===== config.mk =====
export PLATFORM = sky130hd
export DESIGN_NAME = ahci_dma_wr_stuff_flat
export DESIGN_NICKNAME = d
export VERILOG_FILES = /design/src/rtl/ahci_dma_wr_stuff_if.sv /design/src/rtl/ahci_dma_wr_stuff.sv /design/src/flat_wrapper.sv
export SDC_FILE = /design/constraint.sdc
export NUM_CORES = 1
export LEC_CHECK = 0
export BUFFER_PORTS_ARGS = -buffer_cell sky130_fd_sc_hd__clkbuf_2
export CAP_MARGIN = 30
export CORE_MARGIN = 3
export CORE_UTILIZATION = 32
export DETAILED_ROUTE_END_ITERATION = 6
export PLACE_DENSITY_LB_ADDON = 0.12
export SYNTH_ARGS = -nofsm -noshare
export SYNTH_HDL_FRONTEND = slang
export SYNTH_SLANG_ARGS = --single-unit

===== constraint.sdc =====
create_clock -name clk -period 6.9 [get_ports clk]
set_input_delay 1.035 -clock clk [delete_from_list [all_inputs] [get_ports clk]]
set_output_delay 1.035 -clock clk [all_outputs]
set_load 0.005 [all_outputs]

===== src/rtl/ahci_dma_wr_stuff_if.sv =====
// Data-path handshake bundle for the DMA write-side stuffer: 32-bit input stream
// with valid/ready, and 32-bit output DWORD with word mask and valid/read-enable.
interface ahci_dma_wr_stuff_if;
  logic [31:0] din;
  logic        din_vld;
  logic        din_rdy;
  logic [31:0] dout;
  logic [1:0]  dout_dm;
  logic        dout_vld;
  logic        dout_re;

  modport master (
    output din,
    output din_vld,
    output dout_re,
    input  din_rdy,
    input  dout,
    input  dout_dm,
    input  dout_vld
  );

  modport slave (
    input  din,
    input  din_vld,
    input  dout_re,
    output din_rdy,
    output dout,
    output dout_dm,
    output dout_vld
  );
endinterface


===== src/rtl/ahci_dma_wr_stuff.sv =====
// Re-aligns a continuous 32-bit stream to a 16-bit word start offset inside the destination
// DWORD; each output DWORD carries a 2-bit word mask, the odd trailing word is emitted on flush.
module ahci_dma_wr_stuff #(
  parameter int CNT_BITS = 16
) (
  input  logic                clk,
  input  logic                rst,
  input  logic                init,
  input  logic                init_odd,
  input  logic                flush,
  ahci_dma_wr_stuff_if.slave  bus,
  output logic                busy,
  output logic                done,
  output logic [CNT_BITS-1:0] dout_cnt
);

  typedef enum logic [1:0] {
    IDLE  = 2'd0,
    RUN   = 2'd1,
    FLUSH = 2'd2
  } state_t;

  localparam logic [CNT_BITS-1:0] CNT_ONE  = {{(CNT_BITS-1){1'b0}}, 1'b1};
  localparam logic [CNT_BITS-1:0] CNT_ZERO = {CNT_BITS{1'b0}};

  state_t      state;
  state_t      state_nxt;
  logic        phase;
  logic        phase_nxt;
  logic [15:0] hr;
  logic [15:0] hr_nxt;
  logic        hr_full;
  logic        hr_full_nxt;
  logic        done_nxt;

  logic        slot_free;
  logic        accept;
  logic        load;
  logic [31:0] load_data;
  logic [1:0]  load_dm;

  logic [31:0] dout_r;
  logic [1:0]  dm_r;
  logic        vld_r;

  // Odd alignment: the new low word goes up, the held word (or zero) fills the low half.
  function automatic logic [33:0] odd_pack(input logic [31:0] d, input logic [15:0] h,
                                           input logic hf);
    odd_pack = {1'b1, hf, d[15:0], (hf ? h : 16'h0000)};
  endfunction

  assign slot_free    = ~vld_r | bus.dout_re;
  assign bus.din_rdy  = (state == RUN) & slot_free & ~init & ~flush;
  assign accept       = bus.din_vld & bus.din_rdy;
  assign bus.dout     = dout_r;
  assign bus.dout_dm  = dm_r;
  assign bus.dout_vld = vld_r;

  // Next-state, holding-register and output-load decode.
  always_comb begin
    state_nxt   = state;
    phase_nxt   = phase;
    hr_nxt      = hr;
    hr_full_nxt = hr_full;
    done_nxt    = 1'b0;
    load        = 1'b0;
    load_data   = 32'h0000_0000;
    load_dm     = 2'b00;

    if (init) begin
      // init overrides everything, including a pending flush.
      state_nxt   = RUN;
      phase_nxt   = init_odd;
      hr_full_nxt = 1'b0;
    end else begin
      case (state)
        IDLE: begin
          if (flush) begin
            done_nxt = 1'b1;
          end else begin
            done_nxt = 1'b0;
          end
        end
        RUN: begin
          if (flush) begin
            state_nxt = FLUSH;
          end else if (accept) begin
            load = 1'b1;
            if (phase) begin
              {load_dm, load_data} = odd_pack(bus.din, hr, hr_full);
              hr_nxt               = bus.din[31:16];
              hr_full_nxt          = 1'b1;
            end else begin
              load_data = bus.din;
              load_dm   = 2'b11;
            end
          end else begin
            state_nxt = RUN;
          end
        end
        FLUSH: begin
          if (slot_free) begin
            if (hr_full) begin
              load      = 1'b1;
              load_data = {16'h0000, hr};
              load_dm   = 2'b01;
            end else begin
              load      = 1'b0;
            end
            hr_full_nxt = 1'b0;
            phase_nxt   = 1'b0;
            state_nxt   = IDLE;
            done_nxt    = 1'b1;
          end else begin
            state_nxt = FLUSH;
          end
        end
        default: begin
          state_nxt   = IDLE;
          phase_nxt   = 1'b0;
          hr_full_nxt = 1'b0;
        end
      endcase
    end
  end

  // Control state, holding register and status flags.
  always_ff @(posedge clk or posedge rst) begin
    if (rst) begin
      state   <= IDLE;
      phase   <= 1'b0;
      hr      <= 16'h0000;
      hr_full <= 1'b0;
      done    <= 1'b0;
      busy    <= 1'b0;
    end else begin
      state   <= state_nxt;
      phase   <= phase_nxt;
      hr      <= hr_nxt;
      hr_full <= hr_full_nxt;
      done    <= done_nxt;
      busy    <= (state_nxt != IDLE);
    end
  end

  // Output DWORD register; holds under back-pressure, a load only happens when the slot is free.
  always_ff @(posedge clk or posedge rst) begin
    if (rst) begin
      dout_r <= 32'h0000_0000;
      dm_r   <= 2'b00;
      vld_r  <= 1'b0;
    end else if (load) begin
      dout_r <= load_data;
      dm_r   <= load_dm;
      vld_r  <= 1'b1;
    end else if (bus.dout_re) begin
      vld_r  <= 1'b0;
    end else begin
      vld_r  <= vld_r;
    end
  end

  // Consumed-DWORD counter, restarted by init.
  always_ff @(posedge clk or posedge rst) begin
    if (rst) begin
      dout_cnt <= CNT_ZERO;
    end else if (init) begin
      dout_cnt <= CNT_ZERO;
    end else if (vld_r & bus.dout_re) begin
      dout_cnt <= dout_cnt + CNT_ONE;
    end else begin
      dout_cnt <= dout_cnt;
    end
  end

endmodule


===== src/flat_wrapper.sv =====
// flat-port wrapper written by rule: the top's interface ports become plain ports
module ahci_dma_wr_stuff_flat 
#(
  parameter int CNT_BITS = 16
)
  (clk, rst, init, init_odd, flush, busy, done, dout_cnt, bus_din, bus_din_vld, bus_dout_re, bus_din_rdy, bus_dout, bus_dout_dm, bus_dout_vld);
  ahci_dma_wr_stuff_if bus_i ();
  input  logic clk;
  input  logic rst;
  input  logic init;
  input  logic init_odd;
  input  logic flush;
  output logic busy;
  output logic done;
  output logic [CNT_BITS-1:0] dout_cnt;
  input wire logic [$bits(bus_i.din)-1:0] bus_din;
  input wire logic [$bits(bus_i.din_vld)-1:0] bus_din_vld;
  input wire logic [$bits(bus_i.dout_re)-1:0] bus_dout_re;
  output wire logic [$bits(bus_i.din_rdy)-1:0] bus_din_rdy;
  output wire logic [$bits(bus_i.dout)-1:0] bus_dout;
  output wire logic [$bits(bus_i.dout_dm)-1:0] bus_dout_dm;
  output wire logic [$bits(bus_i.dout_vld)-1:0] bus_dout_vld;
  assign bus_i.din = bus_din;
  assign bus_i.din_vld = bus_din_vld;
  assign bus_i.dout_re = bus_dout_re;
  assign bus_din_rdy = bus_i.din_rdy;
  assign bus_dout = bus_i.dout;
  assign bus_dout_dm = bus_i.dout_dm;
  assign bus_dout_vld = bus_i.dout_vld;
  ahci_dma_wr_stuff #(.CNT_BITS(CNT_BITS)) u_core (.clk(clk), .rst(rst), .init(init), .init_odd(init_odd), .flush(flush), .bus(bus_i), .busy(busy), .done(done), .dout_cnt(dout_cnt));
endmodule

==> results of run 1 <==
[metal layers]
metal  up-vias  track usage, %  part of all wire [%]
met4         0           4.987                   1.1
met2        62           26.52                    50
met1      1342           19.73                    46
met5         -               0                     0
li1       1353               -                     -
met3         8           2.701                   3.7
[worst max-delay path, cell delays in order]
cell and delay (ns):
sky130_fd_sc_hd__clkbuf_2 0.37, sky130_fd_sc_hd__nor3b_1 0.30, sky130_fd_sc_hd__clkbuf_2 0.14
[cells in the mapped netlist]
library cell                instances  area, sq um
sky130_fd_sc_hd__dfrtp_1           73         1827
sky130_fd_sc_hd__a21oi_1           41        205.2
sky130_fd_sc_hd__nor2_1            30        112.6
sky130_fd_sc_hd__nand2_1           24        90.09
sky130_fd_sc_hd__o21ai_0           18        90.09
sky130_fd_sc_hd__mux2i_1           16        160.2
sky130_fd_sc_hd__o211ai_1          16        120.1
sky130_fd_sc_hd__mux2_2            13        146.4
sky130_fd_sc_hd__clkbuf_1          12        45.04
sky130_fd_sc_hd__inv_1              9        33.78
sky130_fd_sc_hd__nand3_1            8        40.04
sky130_fd_sc_hd__buf_2              7        35.03
sky130_fd_sc_hd__ha_1               5        62.56
sky130_fd_sc_hd__nand4_1            5        31.28
sky130_fd_sc_hd__xnor2_1            5        43.79
sky130_fd_sc_hd__xor2_1             5        43.79
sky130_fd_sc_hd__nor2b_1            4        25.02
sky130_fd_sc_hd__nor3_1             4        20.02
sky130_fd_sc_hd__and3_1             3        18.77
sky130_fd_sc_hd__mux2_1             3        33.78
sky130_fd_sc_hd__nand2b_1           3        18.77
sky130_fd_sc_hd__o21ai_1            3        15.01
sky130_fd_sc_hd__or4_1              3        22.52
sky130_fd_sc_hd__a21o_1             2        15.01
sky130_fd_sc_hd__and2_1             2        12.51
sky130_fd_sc_hd__o31ai_1            2        15.01
sky130_fd_sc_hd__or3_1              2        12.51
sky130_fd_sc_hd__a2111o_1           1        11.26
sky130_fd_sc_hd__a2111oi_4          1        27.53
sky130_fd_sc_hd__a22oi_1            1        7.510
sky130_fd_sc_hd__a31oi_1            1        6.260
sky130_fd_sc_hd__and4_1             1        8.760
sky130_fd_sc_hd__buf_4              1        7.510
sky130_fd_sc_hd__buf_6              1        11.26
sky130_fd_sc_hd__nand3b_4           1        20.02
sky130_fd_sc_hd__nor3_2             1        10.01
sky130_fd_sc_hd__nor3b_1            1        7.510
sky130_fd_sc_hd__nor4_1             1        6.260
sky130_fd_sc_hd__nor4_4             1        21.27
sky130_fd_sc_hd__o221ai_1           1        8.760
sky130_fd_sc_hd__o31a_1             1        8.760
[state kept, by name, indices dropped and copies added, names as in the netlist]
signal	flops
u_core.bus.dout_vld	1
u_core.phase	1
u_core.done	1
u_core.hr	16
u_core.dout_cnt	16
u_core.bus.dout	32
u_core.bus.dout_dm	2
u_core.busy	1
u_core.state	2
u_core.hr_full	1
[layout make-up]
class | instances | share of cell area [%]
flip-flops and latches | 73 | 42.60
multi-input cells | 229 | 35.10
repair buffers | 100 | 12.99
well taps | 136 | 3.968
clock buffers | 10 | 2.976
clock inverters | 6 | 1.576
inverters | 9 | 0.7879
[cell families after synthesis]
| family | share of synthesized area [%] |
|---|---|
| compound gates | 15.34 |
| buf+inv | 3.835 |
| simple gates | 13.82 |
| fa+ha+maj | 1.809 |
| xor+xnor | 2.532 |
| flops | 52.82 |
| mux | 9.841 |
[per-stage QoR]
| step | area, sq um | hold WS (ns) | power, mW |
|---|---|---|---|
| final | 4288 | 0.4907 | 1.328 |
| after global routing | 4288 | 0.5134 | 1.431 |
| after CTS | 4288 | 0.4951 | 1.354 |
| after detailed placement | 4093 | 0.4742 | 1.014 |
| after global placement | 4034 | 0.4642 | 1.000 |
| after floorplan | 3458 | 0.4584 | 0.8333 |
[where the power goes]
part | switching [mW] | leakage [nW] | internal, mW
logic | 0.163 | 0.988 | 0.174
clock network | 0.164 | 0.0929 | 0.169
registers | 0.0871 | 0.922 | 0.571
[how the worst max path moves through the flow]
| stage | cells after the start | end | startpoint |
|---|---|---|---|
| 2_1_floorplan | 1 | u_core.bus.dout[0] | rst |
| 3_3_place_gp | 3 | bus_din_rdy | init |
| 3_5_place_dp | 3 | bus_din_rdy | init |
| 4_1_cts | 3 | bus_din_rdy | init |
| 5_1_grt | 3 | bus_din_rdy | init |
| 6_report | 3 | bus_din_rdy | init |
[cells in the final DEF (no fill, tap or decap), types with 3 or more instances in the layout]
cell | netlist | layout
sky130_fd_sc_hd__clkbuf_2 | 0 | 92
sky130_fd_sc_hd__dfrtp_1 | 73 | 73
sky130_fd_sc_hd__a21oi_1 | 41 | 41
sky130_fd_sc_hd__nor2_1 | 30 | 30
sky130_fd_sc_hd__nand2_1 | 24 | 24
sky130_fd_sc_hd__o21ai_0 | 18 | 18
sky130_fd_sc_hd__o211ai_1 | 16 | 16
sky130_fd_sc_hd__mux2i_1 | 16 | 16
sky130_fd_sc_hd__mux2_2 | 13 | 13
sky130_fd_sc_hd__clkbuf_8 | 0 | 9
sky130_fd_sc_hd__inv_1 | 9 | 8
sky130_fd_sc_hd__nand3_1 | 8 | 8
sky130_fd_sc_hd__xnor2_1 | 5 | 5
sky130_fd_sc_hd__nand4_1 | 5 | 5
sky130_fd_sc_hd__xor2_1 | 5 | 5
sky130_fd_sc_hd__ha_1 | 5 | 5
sky130_fd_sc_hd__buf_4 | 1 | 5
sky130_fd_sc_hd__nor3_1 | 4 | 4
sky130_fd_sc_hd__nor2b_1 | 4 | 4
sky130_fd_sc_hd__and3_1 | 3 | 3
sky130_fd_sc_hd__or4_1 | 3 | 3
sky130_fd_sc_hd__nand2b_1 | 3 | 3
sky130_fd_sc_hd__mux2_1 | 3 | 3
sky130_fd_sc_hd__o21ai_1 | 3 | 3
==> impl_results.md, run 1 <==
- Outcome: complete, no violations
- Input/output buffers: 92
- Flip-flop and latch count after synthesis: 73
- Worst R2R Path Depth: 5
- Hold Path Stages: 2
- Data arrival time of the critical path: 1.85 ns
- Post-synth net total: 376
- Remaining global-route overflow: 0
- Hold path start: u_core.bus.dout[29]
- Floorplan Core Area: 10420 sq um
- Share of layout cells above drive strength 1: 31.15%
- Final cycle utilization of the critical path: 41.84%
- Post-synthesis sequential area ratio: 52.82%
- Via count of the first global-routing pass: 2881
- Final WS setup: 4.013 ns
- Type of origin of the critical path: input pin
- Setup tns final: 0 ns
- Hold-critical path endpoint: u_core.bus.dout[29]
- Crit path time final: 2.887 ns
- Cell chosen for the clock root: sky130_fd_sc_hd__clkbuf_8
- Overall track demand over capacity in global routing: 15.47%
- Number of max-cap violations: 0
- Worst skew pair latency: 0.34 ns
- Number of nets in the layout: 466
- Number of primary I/O pins: 93
- Number of cells produced by synthesis: 332
- Die X-Extent: 110.0 um
- Utilization after layout: 41.17%
- Post-Route WL: 8.761 mm
- Filler cells: 1079
- HP Class: register to register
- Avg Cell Area, Syn: 10.42 sq um
- Number of sinks on the clock net: 73
- Starting density of the core: 33.20%
- Routability congestion estimate from global placement: 0.7900
- Pin count of the biggest net entering global routing: 41
- Row count: 37
- Highest clock rate: 346.4 MHz
- Worst Path Required: 5.86 ns
- Flop2flop setup slack: 4.46 ns
- Cell Area, Synth: 3458 sq um
- Deepest clock path buffer count: 2
- Antenna violations before repair: 0
- Area Growth Syn to Fin: 23.99%
- Multi-input gate area in the final layout: 1505 sq um
- Clock-pin slew on the worst setup and hold paths: 0.09 ns
- Power density normalized to cell area: 309.6 nW/um^2
- Max Transition Viols Final: 0
- Vias post-DR: 2765
- Setup repair after global routing missed its margin: false
- Area taken by flip-flops and latches: 1827 sq um
- Final number of hold-violating endpoints: 0
- Maximum resistive drop on vdd: 0.1144 mV
- Diodes inserted: 0
- Critical path endpoint category: output pin
- Height of the die: 110.0 um
- CTS H-tree lvls: 3
- CTS tree: built
- Final ANT Viol Nets: 0
- WL per Instance: 15.56 um
- Number of gates given a new drive strength after cts: 0
- Via density per instance: 4.911
- CTS buffer count: 9
- Quantity of hold-fixing buffers added after cts: 0
- Number of setup buffers added after CTS: 0
- Relative slew margins: 36.99%
- Number of standard cells in the final layout excluding fillers: 563
- DRC errors left: 0
- Synth Warn #: 0
- Placed wire-length estimate: 6.050 mm
- Leakage power of the design: 2.003 nW
- Type of the worst setup path: input pin to output pin
- Setup skew after layout: 0.01342 ns
- Yosys cell types: 41
- Placed insts: 547
- Slew @ Worst Pin: 0.9381 ns
- Reg2Reg Capture Point: u_core.bus.dout[0]
- Number of iterations in the first detailed-routing pass: 4
- Pre-CTS setup slack: 3.985 ns
- Final Setup Violations: 0
- Maximum fanout encountered on the critical timing path: 29
- Initial DRC Count: 111
- Die area: 12090 sq um
- Reg-to-reg startpoint: u_core.hr_full
- Wire length of the first global-routing pass: 14.30 mm
(Power assumes the default switching activity.)
==> run 2: changes to the inputs <==
- clock period: 6.9 -> 2.9 ns (I/O delays scaled with it)
==> run 2 against run 1 <==
  * Final cell count unchanged
  * Clock skew down 0.0075 ns
  * Flip-flop and latch count unchanged
  * First-iteration DRC count up 38%
  * Non-clock buffer count is 3 higher
  * Clock power rose by 100%
  * Worst setup slack got worse by 3.3 ns
  * Sequential power rose by 140%
  * Worst hold slack lost 0.32 ns
  * Global-route usage up 1.1 points
  * Clock-buffer cell count rose by 2
  * Critical path type is now register to output pin
  * Critical endpoint unchanged
  * Largest cell class unchanged
  * Largest power group unchanged
==> impl_results.md, run 2 (synthesis gave the netlist of run 1 again) <==
- Outcome: complete, no violations
- Leakage power of the design: 1.996 nW (-0.35%)
- Commonest cells after routing, fill and taps aside: sky130_fd_sc_hd__clkbuf_2, sky130_fd_sc_hd__dfrtp_1, sky130_fd_sc_hd__a21oi_1
- Flop2flop setup slack: 0.77 ns (-3.69 ns)
- Via density per instance: 4.993 (+1.7%)
- Post-Place Cell Area: 4091 sq um (about the same)
- Max Transition Viols Final: 0 (unchanged)
- Starting density of the core: 33.20% (unchanged)
- Wire length of the first global-routing pass: 15.06 mm (+5.3%)
- Relative slew margins: 54.03% (+17 points)
- Post-Route WL: 9.370 mm (+7.0%)
- Number of gates given a new drive strength after cts: 0 (unchanged)
- Worst R2R Path Depth: 5 (unchanged)
- Clock-pin slew on the worst setup and hold paths: 0.07 ns (-0.02 ns)
- Die X-Extent: 110.0 um (unchanged)
- Setup repair after global routing missed its margin: false
- Initial DRC Count: 153 (+38%)
- Setup tns final: 0 ns (unchanged)
- Routability congestion estimate from global placement: 0.7942 (+0.53%)
- DRC errors left: 0 (unchanged)
- Antenna violations before repair: 0 (unchanged)
- Remaining global-route overflow: 0 (unchanged)
- Overall track demand over capacity in global routing: 16.52% (+1.1 points)
- Placed insts: 550 (+0.55%)
- Quantity of hold-fixing buffers added after cts: 0 (unchanged)
- Floorplan Core Area: 10420 sq um (unchanged)
- Worst skew pair latency: 0.35 ns (about the same)
- Cell chosen for the clock root: sky130_fd_sc_hd__clkbuf_8
- Deepest clock path buffer count: 2 (unchanged)
- Pin count of the biggest net entering global routing: 34 (-17%)
- Final Cell Area: 4242 sq um (-1.1%)
- Highest clock rate: 461.2 MHz
- CTS H-tree lvls: 3 (unchanged)
- Type of origin of the critical path: register
- Power density normalized to cell area: 721.1 nW/um^2 (+130%)
- Setup skew after layout: 0.005963 ns (-0.007459 ns)
- Diodes inserted: 0 (unchanged)
- Type of the worst setup path: register to output pin
- HP Class: input pin to async pin
- WL per Instance: 16.64 um (+7.0%)
- Reg-to-reg startpoint: u_core.state[1]
- Input/output buffers: 92 (unchanged)
- Via count of the first global-routing pass: 2914 (+1.1%)
- Final number of hold-violating endpoints: 0 (unchanged)
- Most common cell after layout, fill and taps aside: sky130_fd_sc_hd__clkbuf_2
- Reg2Reg Capture Point: u_core.bus.dout[19]
- Crit path time final: 2.168 ns
- Number of setup buffers added after CTS: 0 (unchanged)
- Worst hold-check slack: 0.1682 ns (-0.3225 ns)
- Share of layout cells above drive strength 1: 30.91% (-0.23 points)
- Number of sinks on the clock net: 73 (unchanged)
- Maximum resistive drop on vdd: 0.3376 mV (+190%)
- Slew @ Worst Pin: 0.6886 ns (-0.2495 ns)
- Number of standard cells in the final layout excluding fillers: 563 (unchanged)
- Data arrival time of the critical path: 1.73 ns (-0.12 ns)
- Final ANT Viol Nets: 0 (unchanged)
- Vias post-DR: 2811 (+1.7%)
- Final Setup Violations: 0 (unchanged)
- Final Power: 3.059 mW (+130%)
- Critical path endpoint category: output pin
- Number of max-cap violations: 0 (unchanged)
- Placed wire-length estimate: 6.333 mm (+4.7%)
- Number of iterations in the first detailed-routing pass: 4 (unchanged)
- Area Growth Syn to Fin: 22.65%
- Height of the die: 110.0 um (unchanged)
- Row count: 37 (unchanged)
- Number of primary I/O pins: 93 (unchanged)
- Flip-flop count of the largest register after layout: 32 (unchanged)
- Number of nets in the layout: 469 (+0.64%)
- Final cycle utilization of the critical path: 74.76%
- CTS buffer count: 9 (unchanged)
- Maximum fanout encountered on the critical timing path: 4 (-86%)
- CTS tree: built
- Worst Path Required: 2.47 ns (-3.39 ns)
- Die area: 12090 sq um (unchanged)
[run 2: changes by cell type in the layout (fill, tap and decap cells not counted), sizes merged]
cell	previous run	this run
bufinv	1	0
clkinv	2	1
clkbuf	102	104
inv	10	9
clkinvlp	2	0
buf	8	11
[run 2: per-layer routing]
metal	GRT usage (%)	vias to the layer above	share of wire (%)
met3	3.699	19	4.6
met4	8.192	0	2.8
met5	0	-	0
li1	-	1361	-
met1	21.99	1365	46
met2	25.26	66	46
[run 2: worst max path at each step]
stage | startpoint | to | slack (ns)
after CTS | u_core.state[1] | bus_din_rdy | 0.68
after detailed placement | u_core.state[1] | u_core.bus.dout[29] | 0.76
after global placement | u_core.state[1] | u_core.bus.dout[28] | 0.84
final | u_core.state[1] | bus_din_rdy | 0.73
after floorplan | rst | u_core.bus.dout[0] | 0.61
after global routing | u_core.state[1] | bus_din_rdy | 0.53
[run 2: report_power, final]
| group | total, mW | switching, mW | internal, mW |
|---|---|---|---|
| sequential | 1.57 | 0.210 | 1.36 |
| clock | 0.679 | 0.360 | 0.319 |
| combinational | 0.809 | 0.400 | 0.409 |
[run 2: area by class of cell]
| type | count | area (sq um) |
|---|---|---|
| Tap cell | 136 | 170.2 |
| Multi-Input combinational cell | 229 | 1505 |
| Timing Repair Buffer | 103 | 555.5 |
| Fill cell | 1082 | 6175 |
| Sequential cell | 73 | 1827 |
| Inverter | 9 | 33.78 |
| Clock inverter | 1 | 5.005 |
| Clock buffer | 12 | 145.1 |
[run 2: through the flow]
stage	worst slack (ns)	utilization, %
global route	0.5281	40.72
finish	0.7319	40.72
detailed placement	0.7575	39.28
CTS	0.6760	40.72
global placement	0.8401	39.28
floorplan	0.6117	-
[run 2: worst max-delay path, cell delays in order, from the launching register on]
cell and delay (ns):
sky130_fd_sc_hd__dfrtp_1 0.40, sky130_fd_sc_hd__inv_1 0.10, sky130_fd_sc_hd__ha_1 0.26, sky130_fd_sc_hd__nor2b_1 0.22, sky130_fd_sc_hd__nor3b_1 0.25, sky130_fd_sc_hd__clkbuf_2 0.15
==> run 3: changes to the inputs <==
- clock period: 2.9 -> 2 ns (I/O delays scaled with it)
==> run 3 against run 2 <==
  * Die area is the same
  * Critical endpoint is now u_core.bus.dout[6]
  * Combinational power grew 48%
  * First-iteration DRC count shrank 20%
  * Sequential share of layout area shrank 1.2 points
  * Worst setup slack lost 0.63 ns
  * Routed wire length shrank 1.5%
  * Highest routed layer unchanged
  * Sequential power grew 45%
  * Via count shrank 1.2%
  * Clock-buffer cell count shrank 1
  * Register-to-register slack lost 0.67 ns
  * Final cell count grew 1.4%
  * Design area grew 2.8%
==> impl_results.md, run 3 (synthesis gave the netlist of run 1 again) <==
- Die X-Extent: 110.0 um (unchanged)
- Setup repair after global routing missed its margin: true
- Final cycle utilization of the critical path: 94.85%
- Final number of hold-violating endpoints: 0 (unchanged)
- Type of origin of the critical path: register
- Maximum fanout encountered on the critical timing path: 24 (+20)
- Reg-to-reg startpoint: u_core.state[1]
- Area Growth Syn to Fin: 26.09%
- Vias post-DR: 2776 (-1.2%)
- Input/output buffers: 92 (unchanged)
- Highest clock rate: 527.2 MHz
- Hold Path Stages: 3
- Number of nets in the layout: 475 (+1.3%)
- Type of the worst setup path: register to register
- Pin count of the biggest net entering global routing: 49 (+44%)
- Leakage power of the design: 2.046 nW (+2.5%)
- Commonest cells after routing, fill and taps aside: sky130_fd_sc_hd__clkbuf_2, sky130_fd_sc_hd__dfrtp_1, sky130_fd_sc_hd__a21oi_1
- Die area: 12090 sq um (unchanged)
- Wire length of the first global-routing pass: 15.28 mm (+1.4%)
- Remaining global-route overflow: 0 (unchanged)
- Height of the die: 110.0 um (unchanged)
- Worst Path Required: 2.21 ns (-0.26 ns)
- Initial DRC Count: 122 (-20%)
- Final ANT Viol Nets: 0 (unchanged)
- Via count of the first global-routing pass: 2953 (+1.3%)
- Slew @ Worst Pin: 0.3331 ns (-0.3555 ns)
- Setup skew after layout: 0.009395 ns (+0.003432 ns)
- Antenna violations before repair: 0 (unchanged)
- Routability congestion estimate from global placement: 0.7664 (-3.5%)
- Worst skew pair latency: 0.34 ns (about the same)
- Setup tns final: 0 ns (unchanged)
- Overall track demand over capacity in global routing: 16.47% (-0.047 points)
- Relative slew margins: 77.75% (+24 points)
- Diodes inserted: 0 (unchanged)
- Number of iterations in the first detailed-routing pass: 4 (unchanged)
- Worst R2R Path Depth: 7 (+2)
- Data arrival time of the critical path: 2.11 ns (+0.38 ns)
- Clock-pin slew on the worst setup and hold paths: 0.08 ns (about the same)
- Max Transition Viols Final: 0 (unchanged)
- Placed insts: 555 (+0.91%)
- Worst hold-check slack: 0.1858 ns (+0.01758 ns)
- CTS H-tree lvls: 3 (unchanged)
- Reg2Reg Capture Point: u_core.bus.dout[6]
- Placed wire-length estimate: 6.342 mm (+0.13%)
- WL per Instance: 16.16 um (-2.9%)
- Most common cell after layout, fill and taps aside: sky130_fd_sc_hd__clkbuf_2
- Deepest clock path buffer count: 2 (unchanged)
- Maximum resistive drop on vdd: 0.5681 mV (+68%)
- Hold path start: init_odd
- HP Class: input pin to register
- Number of max-cap violations: 0 (unchanged)
- Hold-critical path endpoint: u_core.phase
- Number of primary I/O pins: 93 (unchanged)
- Number of sinks on the clock net: 73 (unchanged)
- DRC errors left: 0 (unchanged)
- Crit path time final: 1.897 ns
- Share of layout cells above drive strength 1: 32.87% (+2.0 points)
- Number of standard cells in the final layout excluding fillers: 571 (+1.4%)
- Via density per instance: 4.862 (-2.6%)
- Utilization after layout: 41.86% (+1.1 points)
- Outcome: complete, no violations
- CTS buffer count: 9 (unchanged)
- CTS tree: built
- Flip-flop count of the largest register after layout: 32 (unchanged)
- Post-Route WL: 9.227 mm (-1.5%)
- Critical path endpoint category: register
- Floorplan Core Area: 10420 sq um (unchanged)
- Power density normalized to cell area: 1051 nW/um^2 (+46%)
- Final Setup Violations: 0 (unchanged)
- Flop2flop setup slack: 0.10 ns (-0.67 ns)
- Starting density of the core: 33.20% (unchanged)
- Cell chosen for the clock root: sky130_fd_sc_hd__clkbuf_8
- Row count: 37 (unchanged)
run 3: changes by cell type in the layout (fill, tap and decap cells not counted), moves of 2 or more:
cell and change:
sky130_fd_sc_hd__clkinv_2 +2, sky130_fd_sc_hd__buf_12 +2, sky130_fd_sc_hd__ha_2 +2, sky130_fd_sc_hd__ha_1 -2, sky130_fd_sc_hd__buf_4 +2
run 3: worst max-delay path, cell delays in order (launching register included):
cell and delay [ns]:
sky130_fd_sc_hd__dfrtp_1 0.40, sky130_fd_sc_hd__inv_1 0.11, sky130_fd_sc_hd__ha_2 0.24, sky130_fd_sc_hd__nand3b_4 0.16, sky130_fd_sc_hd__a2111o_1 0.45, sky130_fd_sc_hd__buf_12 0.18
sky130_fd_sc_hd__a21oi_1 0.12, sky130_fd_sc_hd__a21oi_1 0.08
run 3: where the power goes:
part	switching, mW	internal (mW)	total [mW]
logic	0.590	0.609	1.20
clock network	0.537	0.565	1.10
registers	0.308	1.97	2.28
run 3: worst max-delay path by stage:
stage	start	to	slack (ns)	cells after the start
finish	u_core.state[1]	u_core.bus.dout[6]	0.10	7
global route	u_core.state[1]	u_core.bus.dout[13]	-0.004	7
CTS	u_core.state[1]	bus_din_rdy	0.0006	5
detailed placement	u_core.state[1]	u_core.bus.dout[30]	0.08	6
global placement	u_core.state[1]	u_core.bus.dout[27]	0.13	6
floorplan	u_core.state[1]	u_core.hr[0]	0.11	6
run 3: final cells by class:
| cell class | instances | area, sq um |
|---|---|---|
| clock buffers | 11 | 131.4 |
| clock inverters | 4 | 45.04 |
| repair buffers | 109 | 631.9 |
| inverters | 9 | 37.54 |
| multi-input cells | 229 | 1518 |
| flip-flops and latches | 73 | 1827 |
| well taps | 136 | 170.2 |
| fillers | 1054 | 6056 |
run 3: stage by stage:
| step | total power, mW | worst slack (ns) | cell area [sq um] |
|---|---|---|---|
| after floorplan | 2.875 | 0.1051 | 3462 |
| after global routing | 4.955 | -0.003542 | 4360 |
| after global placement | 3.507 | 0.1334 | 4158 |
| final | 4.581 | 0.1030 | 4360 |
| after detailed placement | 3.527 | 0.07595 | 4158 |
| after CTS | 4.658 | 0.0005961 | 4347 |
run 3: routing by layer:
layer  vias up  track usage (%)  share of wire, %
met3        14            3.993               5.6
li1       1370                -                 -
met5         -                0                 0
met4         0            6.144               1.7
met2        63            26.00                46
met1      1329            21.86                47
run 3: repair_timing:
item                                    in CTS  in global routing
endpoints found under the setup margin       1                 14
endpoints found under the hold margin       12                  0
hold buffers                                 1                  0
setup buffers                                0                  0
pin swaps                                    0                  0
gates resized for setup                      1                  4
